### src/rtl/uart_rx.sv
// 8N1 UART receiver: two-flop input synchronizer, mid-bit sampling FSM,
// one-cycle Data_Valid / Framing_Error pulses and a held output byte.
module uart_rx #(
  parameter int CLKS_PER_BIT = 108,
  parameter int HALF_BIT     = 54
) (
  input  logic       CLOCK_50,
  input  logic       Reset_n,
  input  logic       Serial_Data,
  output logic [7:0] Output_Data,
  output logic       Data_Valid,
  output logic       Framing_Error,
  output logic       Busy
);

  localparam int TW = (CLKS_PER_BIT > 2) ? $clog2(CLKS_PER_BIT) : 1;
  localparam logic [TW-1:0] BIT_END  = TW'(CLKS_PER_BIT - 1);
  localparam logic [TW-1:0] HALF_END = TW'(HALF_BIT - 1);

  typedef enum logic [2:0] {
    IDLE,
    START,
    DATA,
    STOP,
    WAIT_IDLE
  } state_t;

  state_t        state_q, state_d;
  logic          sync1_q, sync2_q;
  logic          prev_q, prev_d;
  logic [1:0]    arm_q, arm_d;
  logic [TW-1:0] timer_q, timer_d;
  logic [2:0]    bit_cnt_q, bit_cnt_d;
  logic [7:0]    shift_q, shift_d;
  logic [7:0]    data_q, data_d;
  logic          valid_q, valid_d;
  logic          ferr_q, ferr_d;
  logic          rx;
  logic          fall;

  assign rx = sync2_q;

  // The synchronizer's reset value is not a real line observation, so edge
  // detection is held off until both sync flops and prev_q carry true samples.
  // This keeps a line held low across reset release from starting a frame.
  assign fall = (arm_q == 2'd3) && prev_q && !rx;

  always_comb begin
    state_d   = state_q;
    timer_d   = timer_q;
    bit_cnt_d = bit_cnt_q;
    shift_d   = shift_q;
    data_d    = data_q;
    valid_d   = 1'b0;
    ferr_d    = 1'b0;
    prev_d    = rx;
    arm_d     = (arm_q == 2'd3) ? arm_q : arm_q + 2'd1;

    case (state_q)
      IDLE: begin
        if (fall) begin
          state_d = START;
          timer_d = '0;
        end
      end
      START: begin
        if (timer_q == HALF_END) begin
          timer_d   = '0;
          bit_cnt_d = '0;
          state_d   = rx ? IDLE : DATA;
        end else begin
          timer_d = timer_q + TW'(1);
        end
      end
      DATA: begin
        if (timer_q == BIT_END) begin
          shift_d[bit_cnt_q] = rx;
          timer_d            = '0;
          bit_cnt_d          = bit_cnt_q + 3'd1;
          if (bit_cnt_q == 3'd7) state_d = STOP;
        end else begin
          timer_d = timer_q + TW'(1);
        end
      end
      STOP: begin
        if (timer_q == BIT_END) begin
          timer_d = '0;
          // Returning to IDLE at the stop mid-point leaves half a bit to catch
          // a start edge that follows the stop bit directly.
          if (rx) begin
            data_d  = shift_q;
            valid_d = 1'b1;
            state_d = IDLE;
          end else begin
            ferr_d  = 1'b1;
            state_d = WAIT_IDLE;
          end
        end else begin
          timer_d = timer_q + TW'(1);
        end
      end
      WAIT_IDLE: begin
        if (rx) state_d = IDLE;
      end
      default: state_d = IDLE;
    endcase
  end

  always_ff @(posedge CLOCK_50 or negedge Reset_n) begin
    if (!Reset_n) begin
      sync1_q   <= 1'b1;
      sync2_q   <= 1'b1;
      prev_q    <= 1'b1;
      arm_q     <= 2'd0;
      state_q   <= IDLE;
      timer_q   <= '0;
      bit_cnt_q <= '0;
      shift_q   <= '0;
      data_q    <= '0;
      valid_q   <= 1'b0;
      ferr_q    <= 1'b0;
    end else begin
      sync1_q   <= Serial_Data;
      sync2_q   <= sync1_q;
      prev_q    <= prev_d;
      arm_q     <= arm_d;
      state_q   <= state_d;
      timer_q   <= timer_d;
      bit_cnt_q <= bit_cnt_d;
      shift_q   <= shift_d;
      data_q    <= data_d;
      valid_q   <= valid_d;
      ferr_q    <= ferr_d;
    end
  end

  assign Output_Data   = data_q;
  assign Data_Valid    = valid_q;
  assign Framing_Error = ferr_q;
  assign Busy          = (state_q != IDLE);

endmodule

### config.mk
export PLATFORM = sky130hd
export DESIGN_NAME = uart_rx
export DESIGN_NICKNAME = d
export VERILOG_FILES = /design/src/rtl/uart_rx.sv
export SDC_FILE = /design/constraint.sdc
export NUM_CORES = 1
export LEC_CHECK = 0
export CAP_MARGIN = 20
export CELL_PAD_IN_SITES_DETAIL_PLACEMENT = 1
export CELL_PAD_IN_SITES_GLOBAL_PLACEMENT = 1
export CORE_MARGIN = 2
export CORE_UTILIZATION = 41
export DETAILED_ROUTE_END_ITERATION = 10
export PLACE_DENSITY_LB_ADDON = 0.1
export SETUP_SLACK_MARGIN = 0.5
export SLEW_MARGIN = 20
export SYNTH_ARGS = -nofsm -noshare
export SYNTH_HDL_FRONTEND = slang
export SYNTH_SLANG_ARGS = --single-unit
### constraint.sdc
create_clock -name CLOCK_50 -period 1.7 [get_ports CLOCK_50]
set_input_delay 0.255 -clock CLOCK_50 [delete_from_list [all_inputs] [get_ports CLOCK_50]]
set_output_delay 0.255 -clock CLOCK_50 [all_outputs]
set_load 0.02 [all_outputs]
Yosys cells after proc, flatten, opt, wreduce, memory -nomap -nowiden
Index checks and enable logic that the tools add are counted.
{"block": "word_totals", "reg_bits": 36, "input_bits": 3, "output_inout_bits": 11, "wordCells": 69}
{"block": "op_classes", "addsub": 3, "magnitude_cmp": 2, "eq_ne": 14, "n_mux": 25, "reduce_logical": 14}
{"cell": "3-bit 2-to-1 mux", "count": 9}
{"cell": "7-bit 2-to-1 mux", "count": 3}
{"cell": "7-bit one-hot mux with 3 select lines", "count": 1}
{"cell": "3-bit one-hot mux with 5 select lines", "count": 1}
{"cell": "2-bit inequality test (second input constant)", "count": 6}
{"cell": "8-bit bitwise mux", "count": 1}
{"cell": "7-bit by 1-bit adder with 7-bit output (second input constant)", "count": 1}
{"cell": "7-bit by 6-bit == test with 1-bit output (second input constant)", "count": 1}
{"cell": "7-bit == test (second input constant)", "count": 1}
{"cell": "1-bit 2-to-1 mux", "count": 7}
{"cell": "3-bit by 2-bit == test with 1-bit output (second input constant)", "count": 2}
{"cell": "3-bit == test (second input constant)", "count": 2}
{"cell": "3-bit one-hot mux with 2 select lines", "count": 1}
{"cell": "3-bit AND reduction", "count": 2}
{"cell": "6-bit AND reduction", "count": 1}
{"cell": "3-bit nonzero test", "count": 2}
{"cell": "3-bit by 4-bit less-than comparator with 1-bit output (second input constant)", "count": 1}
{"cell": "2-bit AND reduction", "count": 2}
{"cell": "3-bit by 1-bit adder with 3-bit output (second input constant)", "count": 1}
{"cell": "1-bit demux with 3-bit select", "count": 1}
{"cell": "3-bit by 1-bit == test with 1-bit output (second input constant)", "count": 1}
{"cell": "3-bit by 1-bit >= comparator with 1-bit output (second input constant)", "count": 1}
{"cell": "1-bit logical AND", "count": 3}
{"cell": "3-bit zero test", "count": 1}
{"cell": "6 further kinds", "count": 6}

Depth between registers and ports, before layout
Gate-level depths: netlist of the first run.
{"block": "logic_depth", "word_depth": 5, "ltp_mapped": 6, "ltp_nobuf": 6}

Worst setup path before layout of the first run
OpenSTA, ideal clock, no wires.
{"block": "synth_path", "kind": "flip-flop to flip-flop", "startpoint": "register timer_q[0]", "endpoint": "register data_q[0], in the netlist Output_Data[0]", "setup_time_ns": 0.125, "t_arrival_ns": 1.558, "required_ns": 1.575, "slack_ns": 0.017, "stages_incl_launch_ff": 7, "n_path_buf": 1, "period_less_slack_ns": 1.683, "path_cell_list": "dfrtp_1 -> ha_1 -> nor2b_1 -> and3_1 -> buf_6 -> nand3_4 -> mux2_2"}
{"block": "synth_between", "elab_chain_cells": 2}
{"item": "from (decl)", "line_no": "32", "text": "logic [TW-1:0] timer_q, timer_d;"}
{"item": "from (signal assigned)", "line_no": "128", "text": "timer_q <= timer_d;"}
{"item": "7-bit == test", "line_no": "86", "text": "if (timer_q == BIT_END) begin"}
{"item": "3-bit AND reduction (no source line)"}
{"item": "to (signal assigned)", "line_no": "131", "text": "data_q <= data_d;"}
{"item": "to (decl)", "line_no": "35", "text": "logic [7:0] data_q, data_d;"}
No other way between the ends.
A chain may end at the register's enable or synchronous reset.

Worst setup path after layout of the first run
{"block": "layout_path", "startpoint": "register timer_q[0]", "endpoint": "register timer_q[2]"}
{"block": "layout_between", "elab_chain_cells": 3, "word_cells_on_any_way": 6, "cone_classes": "add/sub: 1; eq/ne: 2; mux: 3"}
{"item": "7-bit by 1-bit adder with 7-bit output, or another cell as far along", "line_no": "72, 82, 99"}
{"item": "7-bit 2-to-1 mux, on equally long branches", "line_no": "76, 86, 67"}
{"item": "7-bit one-hot mux with 3 select lines *", "line_no": "59", "text": "case (state_q)"}
Every way passes the cells marked *; elsewhere a longest branch is shown, timed or not.

==> run metrics, run 1 <==
Root Buffer Master clkbuf_8; Synth area leader dfrtp_1; class of the worst hold path in -> async; CTS H-tree lvls 2; Syn Inst Count 148; clk sinks 36; Nets 204; FF+latch count, synth 36; # diodes 0; Final Max Slew Viols 0; fill count 421; vias in the first global route 1425; Routed WL per cell 18.7 um; Clock transition at path regs 0.07 ns; pwr/cell area 1050 nW/um^2; Die X 68.6 um; DR pass1 iterations 4; die footprint 4710 um^2; worst r2r dst timer_q[2]; Post-DP HPWL 3000 um; final wirelength 4630 um; sequential area share after synthesis 52.8%; peak supply drop 618 uV; critical path launch point timer_q[0]; antenna viol nets, final 0; DP Area 2050 um^2; hold slack 0.249 ns; RSZ-0062 raised after global routing yes; Area growth syn-to-layout 38.6%; FMAX 609 MHz; Critical Path AT 1.82 ns; top cell type's share of synthesized area 48.2%; EDFF count, synth 0; total vias in the final route 1375; reg-to-reg critical path startpoint timer_q[0]; r2r worst-path depth 6; top post-synthesis cells by area dfrtp_1 48%, mux2_2 11%, dfstp_2 4.6%; vias per inst 5.57; Post-Syn Area 1710 um^2; final worst-path cycle share 96.6%; deepest clock path buffer count 2; CTS Buf Count 5; routability cong. 0.802; synth unique cells 38; critical path endpoint timer_q[2]; row cnt 23; Synth Flop Type dfrtp_1; CTS tree yes; clk_lat worst skew 0.29 ns; All-Layer GR Usage 21.4%; Worst Setup Start Kind register; ys async rst share 100%; initial core utilization 42.8%; Post-synth top cells 33 x dfrtp_1, 17 x mux2_2, 9 x nand3_1, 8 x a21oi_1, 8 x nor2_1; measured slew at the worst slew-check pin 0.386 ns; core area 4000 um^2; Clock Skew 0.00590 ns; first-pass GRT wire length 7070 um; Setup-failing EPs final 0; total global routing overflow 0; DRT iter0 DRCs 65; Die Y 68.6 um; largest net degree at the start of global routing 16; Reg2Reg Setup Slack 0.06 ns; most numerous cell in the Yosys netlist dfrtp_1; utilization after layout 59.4%; status completed; kind of critical path reg -> reg; Final Hold Fails 0; Ports 14; Max-slew headroom 74.2%; Worst Path Max Fanout 4; syn nets 156; post-route cell area 2370 um^2; Tmin final 1.64 ns; Req. time, crit path 1.88 ns; crit end category register; Buffers on Ports 13; max cap viols 0; fraction of layout cells with a size suffix above 1 52.3%; initial antenna violation count 0; Yosys warnings 0; drt drc 0; synthesized area per cell 11.6 um^2; Leak Pwr 1.08 nW
## worst min path at each step
stage,startpoint,endpoint,slack (ns),cells past startpoint
2_1_floorplan,Reset_n,Data_Valid,-0.04,0
3_3_place_gp,sync1_q,prev_d,0.35,0
3_5_place_dp,sync1_q,prev_d,0.35,0
4_1_cts,Reset_n,Framing_Error,0.26,1
5_1_grt,Reset_n,Framing_Error,0.26,1
6_report,Reset_n,Framing_Error,0.25,1
## per-stage QoR
stage	power (W)	cells	setup WS [ns]	TNS, ns
floorplan	0.00133	148	0.0851	0
global placement	0.00155	224	0.0137	0
detailed placement	0.00159	224	-0.0850	-0.527
CTS	0.00234	238	0.0751	0
global route	0.00261	247	-0.0154	-0.0154
finish	0.00249	247	0.0574	0
## per-layer routing
layer  vias to the layer above  wire length [um]  track usage (%)
li1                        652                 -                -
met1                       708              1940             24.6
met2                        10              2530             37.7
met3                         5                90             5.36
met4                         0                69             8.75
met5                         -                 0                0
## report_power, final
part	internal, W	switching (W)	leakage, nW	total, W
Combinational	0.000451	0.000388	0.569	0.000839
Clock	0.000329	0.000301	0.0445	0.000630
Sequential	0.000934	0.0000836	0.467	0.00102
## critical path: stages (launching register included)
cell and delay (ns):
dfrtp_1 0.41, buf_6 0.13, ha_4 0.12, and4bb_2 0.28, nor3b_4 0.24, nor2_1 0.06
a221o_1 0.29
## cell usage in the layout (no fill, tap or decap), types with 3 or more instances in the layout
cell	count
dfrtp_1	31
nand2_1	5
nand3_1	6
buf_6	3
a21oi_2	3
nand3_2	3
mux2_2	16
dfstp_2	3
ha_4	3
clkbuf_8	6
nand4_1	3
or3_1	3
buf_2	9
nor2_1	6
o21ai_0	4
buf_4	30
nor2b_1	4
a21oi_1	5
## cells by family after synthesis
logic type | synth area share (%)
XOR/XNOR | 0.511
AO/OA/AOI/OAI | 10.2
flip-flops | 52.8
multiplexers | 11.2
buffers and inverters | 2.48
AND/OR/NAND/NOR | 19.2
adder cells (fa/ha/maj) | 3.65
## what timing repair did
item                       CTS  global route
resized for setup           56            25
setup buffers                4             9
setup endpoints to repair   42            41
hold buffers                 0             0
gates cloned                 2             0
pin swaps                    6             7
## flip-flops by register name, indices dropped and copies added, names as in the netlist
register and count:
prev_q 1, sync1_q 1, state_q 3, Data_Valid 1, shift_q 8, Framing_Error 1, arm_q 2, bit_cnt_q 3
timer_q 7, prev_d 1, Output_Data 8
## cell type report
class / instances / area (um^2) / area share [%]
clock buffers: 7 / 86.3 / 3.64
multi-input cells: 105 / 965 / 40.6
inverters: 3 / 11.3 / 0.474
repair buffers: 45 / 335 / 14.1
clock inverters: 1 / 7.51 / 0.316
well taps: 50 / 62.6 / 2.63
flip-flops and latches: 36 / 907 / 38.2
No activity file was read; power rests on OpenSTA's default activity.
==> run 2: changes to the inputs <==
- CTS_CLUSTER_DIAMETER: default -> 80
==> results of run 2 <==
No change in the layout: final DEF, timing and power equal those of run 1.
==> RTL edit (settings of run 1) <==
Add an input register stage for `Serial_Data`, without a reset; this delays it by one clock.
--- a/src/rtl/uart_rx.sv
+++ b/src/rtl/uart_rx.sv
@@ -26,2 +26,8 @@
   } state_t;
+
+  logic Serial_Data_q;
+
+  always_ff @(posedge CLOCK_50) begin
+    Serial_Data_q <= Serial_Data;
+  end
 
@@ -122,3 +128,3 @@
     end else begin
-      sync1_q   <= Serial_Data;
+      sync1_q   <= Serial_Data_q;
       sync2_q   <= sync1_q;
Check against the original RTL: not equivalent (Yosys sat finds a counterexample within 10 cycles, from zero or initial values and one cycle with Reset_n low).
==> RTL edit against run 1 <==
Critical path type unchanged; combinational power decreased by 7.5%; synthesized area increased by 1.2%; cell area increased by 0.84%; count of clock-buffer cells in the layout decreased by 2; non-clock buffer count increased by 1; setup slack got worse by 0.029 ns; sequential cell count increased by 1; first-iteration DRC count increased by 62%; routed wire length decreased by 5.9%; power increased by 4.3%.
==> RTL edit: results (changes against run 1) <==
Routing
• Total Routed Length: 4.354 mm, -5.9%
• number of DRC markers after the initial detailed-route iteration: 105, +62%
• vias per std cell: 5.540, -0.48%

Timing
• worst setup skew after layout: 0.006755 ns, +0.0008564 ns
• headroom to the max-slew limit: 70.43%, -3.7 points

Yosys
• number of distinct library cell variants in the gate-level netlist after synthesis: 39, +2.6%
• async set-or-reset flop fraction in the synthesized netlist: 97.30%, -2.7 points
• post-synthesis sequential area ratio: 53.36%, +0.55 points

Global routing
• total track usage: 20.14%, -1.2 points
• wire length of the first global-routing pass: 7.514 mm, +6.4%
• largest net degree at the start of global routing: 37, +21
• vias in the first global route: 1,536, +7.8%

Placed design
• RD Place Congestion: 0.8812, +9.9%
• detailed placement HPWL: 2.855 mm, -4.8%
• post-placement worst setup slack: -0.03435 ns, +0.05069 ns

Finish
• layout net count: 205, +0.49%
• count of placed standard cells in the final layout, fillers left out: 248, +0.40%
• number of filler cells placed in the layout: 443, +5.2%
• ant diodes: 0, unchanged
• layout cell share with drive strength beyond 1: 50.51%, -1.8 points

Outcome
• result of the run: complete, no violations

Power and ir drop
• Max rail drop VDD: 0.6313 mV, +2.1%
• Leak Pwr: 1.099 nW, +1.7%
• Int Pwr: 1.813 mW, +5.7%

Setup path
• data arrival time of the critical path: 1.85 ns, +0.03 ns
• launch point of the critical path: timer_q[4]$_DFFE_PN0P_

Clocking
• clock-pin slew reported for the worst setup and hold paths after clock tree synthesis: 0.08 ns
• Num CTS Buffers: 5, unchanged

Min path
• type of the tightest min-delay check: reg2reg

## RTL edit: cell count changes in the layout (fill, tap and decap cells not counted), moves of 2 or more
| cell | delta |
|---|---|
| nand3_2 | -3 |
| a21oi_1 | -2 |
| buf_4 | -3 |
| buf_6 | +3 |
| nand3_1 | +3 |
| inv_2 | -2 |
| a21oi_2 | +2 |
## RTL edit: what timing repair did
item	4_1_cts	5_1_grt
pin swaps	12	2
hold buffers	1	0
gates cloned	1	0
buffers inserted	11	3
resized for setup	63	17
hold endpoints to repair	3	0
endpoints found under the setup margin	42	38
## RTL edit: logic make-up (layout without fill, tap and decap cells)
| kind of cell | Yosys count | in the layout | share of synthesized area [%] |
|---|---|---|---|
| flip-flops | 37 | 37 | 53.36 |
| multiplexers | 17 | 17 | 11.05 |
| buffers and inverters | 9 | 57 | 2.454 |
| AO/OA/AOI/OAI | 26 | 26 | 10.04 |
| AND/OR/NAND/NOR | 54 | 55 | 18.99 |
| XOR/XNOR | 1 | 1 | 0.5055 |
| adder cells (fa/ha/maj) | 5 | 5 | 3.610 |
## RTL edit: worst paths after layout
path	end	slack, ns
max	timer_q[6]$_DFFE_PN0P_	0.03
min	sync1_q$_DFF_PN1_	0.31
max reg2reg	timer_q[6]$_DFFE_PN0P_	0.03
min reg2reg	sync1_q$_DFF_PN1_	0.31
max in group asynchronous	sync1_q$_DFF_PN1_	0.83
min in group asynchronous	timer_q[0]$_DFFE_PN0P_	0.52
## RTL edit: cell type report
class	instances	area, µm²	area share [%]
Clock buffer	5	68.82	2.874
Sequential cell	37	928.4	38.77
Timing Repair Buffer	46	351.6	14.68
Tap cell	50	62.56	2.612
Inverter	3	13.76	0.5747
Clock inverter	3	46.29	1.933
Multi-Input combinational cell	104	923.4	38.56
## RTL edit: through the flow
stage	utilization [%]	cell area, µm²
finish	59.44	2395
global route	59.44	2395
CTS	59.07	2380
detailed placement	50.96	2053
global placement	50.96	2053
floorplan	-	1772
## RTL edit: power groups by stage
stage / logic (mW) / registers (mW) / clock network [mW]
6_report: 0.776 / 1.05 / 0.766
5_1_grt: 0.830 / 1.07 / 0.842
4_1_cts: 0.726 / 1.05 / 0.790
3_5_place_dp: 0.558 / 1.05 / 0
3_3_place_gp: 0.518 / 1.05 / 0
2_1_floorplan: 0.300 / 1.05 / 0
## RTL edit: critical path: cells and delay by family, from the launching register on
kind,cells,cell delay [ns]
AOI/OAI and AO/OA,2,0.31
buffers and inverters,2,0.36
DFF,1,0.42
and+or+nand+nor,2,0.47
## RTL edit: routing by layer
layer / up-vias / share of wire (%) / GRT usage (%)
li1: 650 / - / -
met1: 693 / 41 / 23.35
met2: 21 / 54 / 34.94
met3: 10 / 2.5 / 4.678
met4: 0 / 2.4 / 9.586
met5: - / 0 / 0
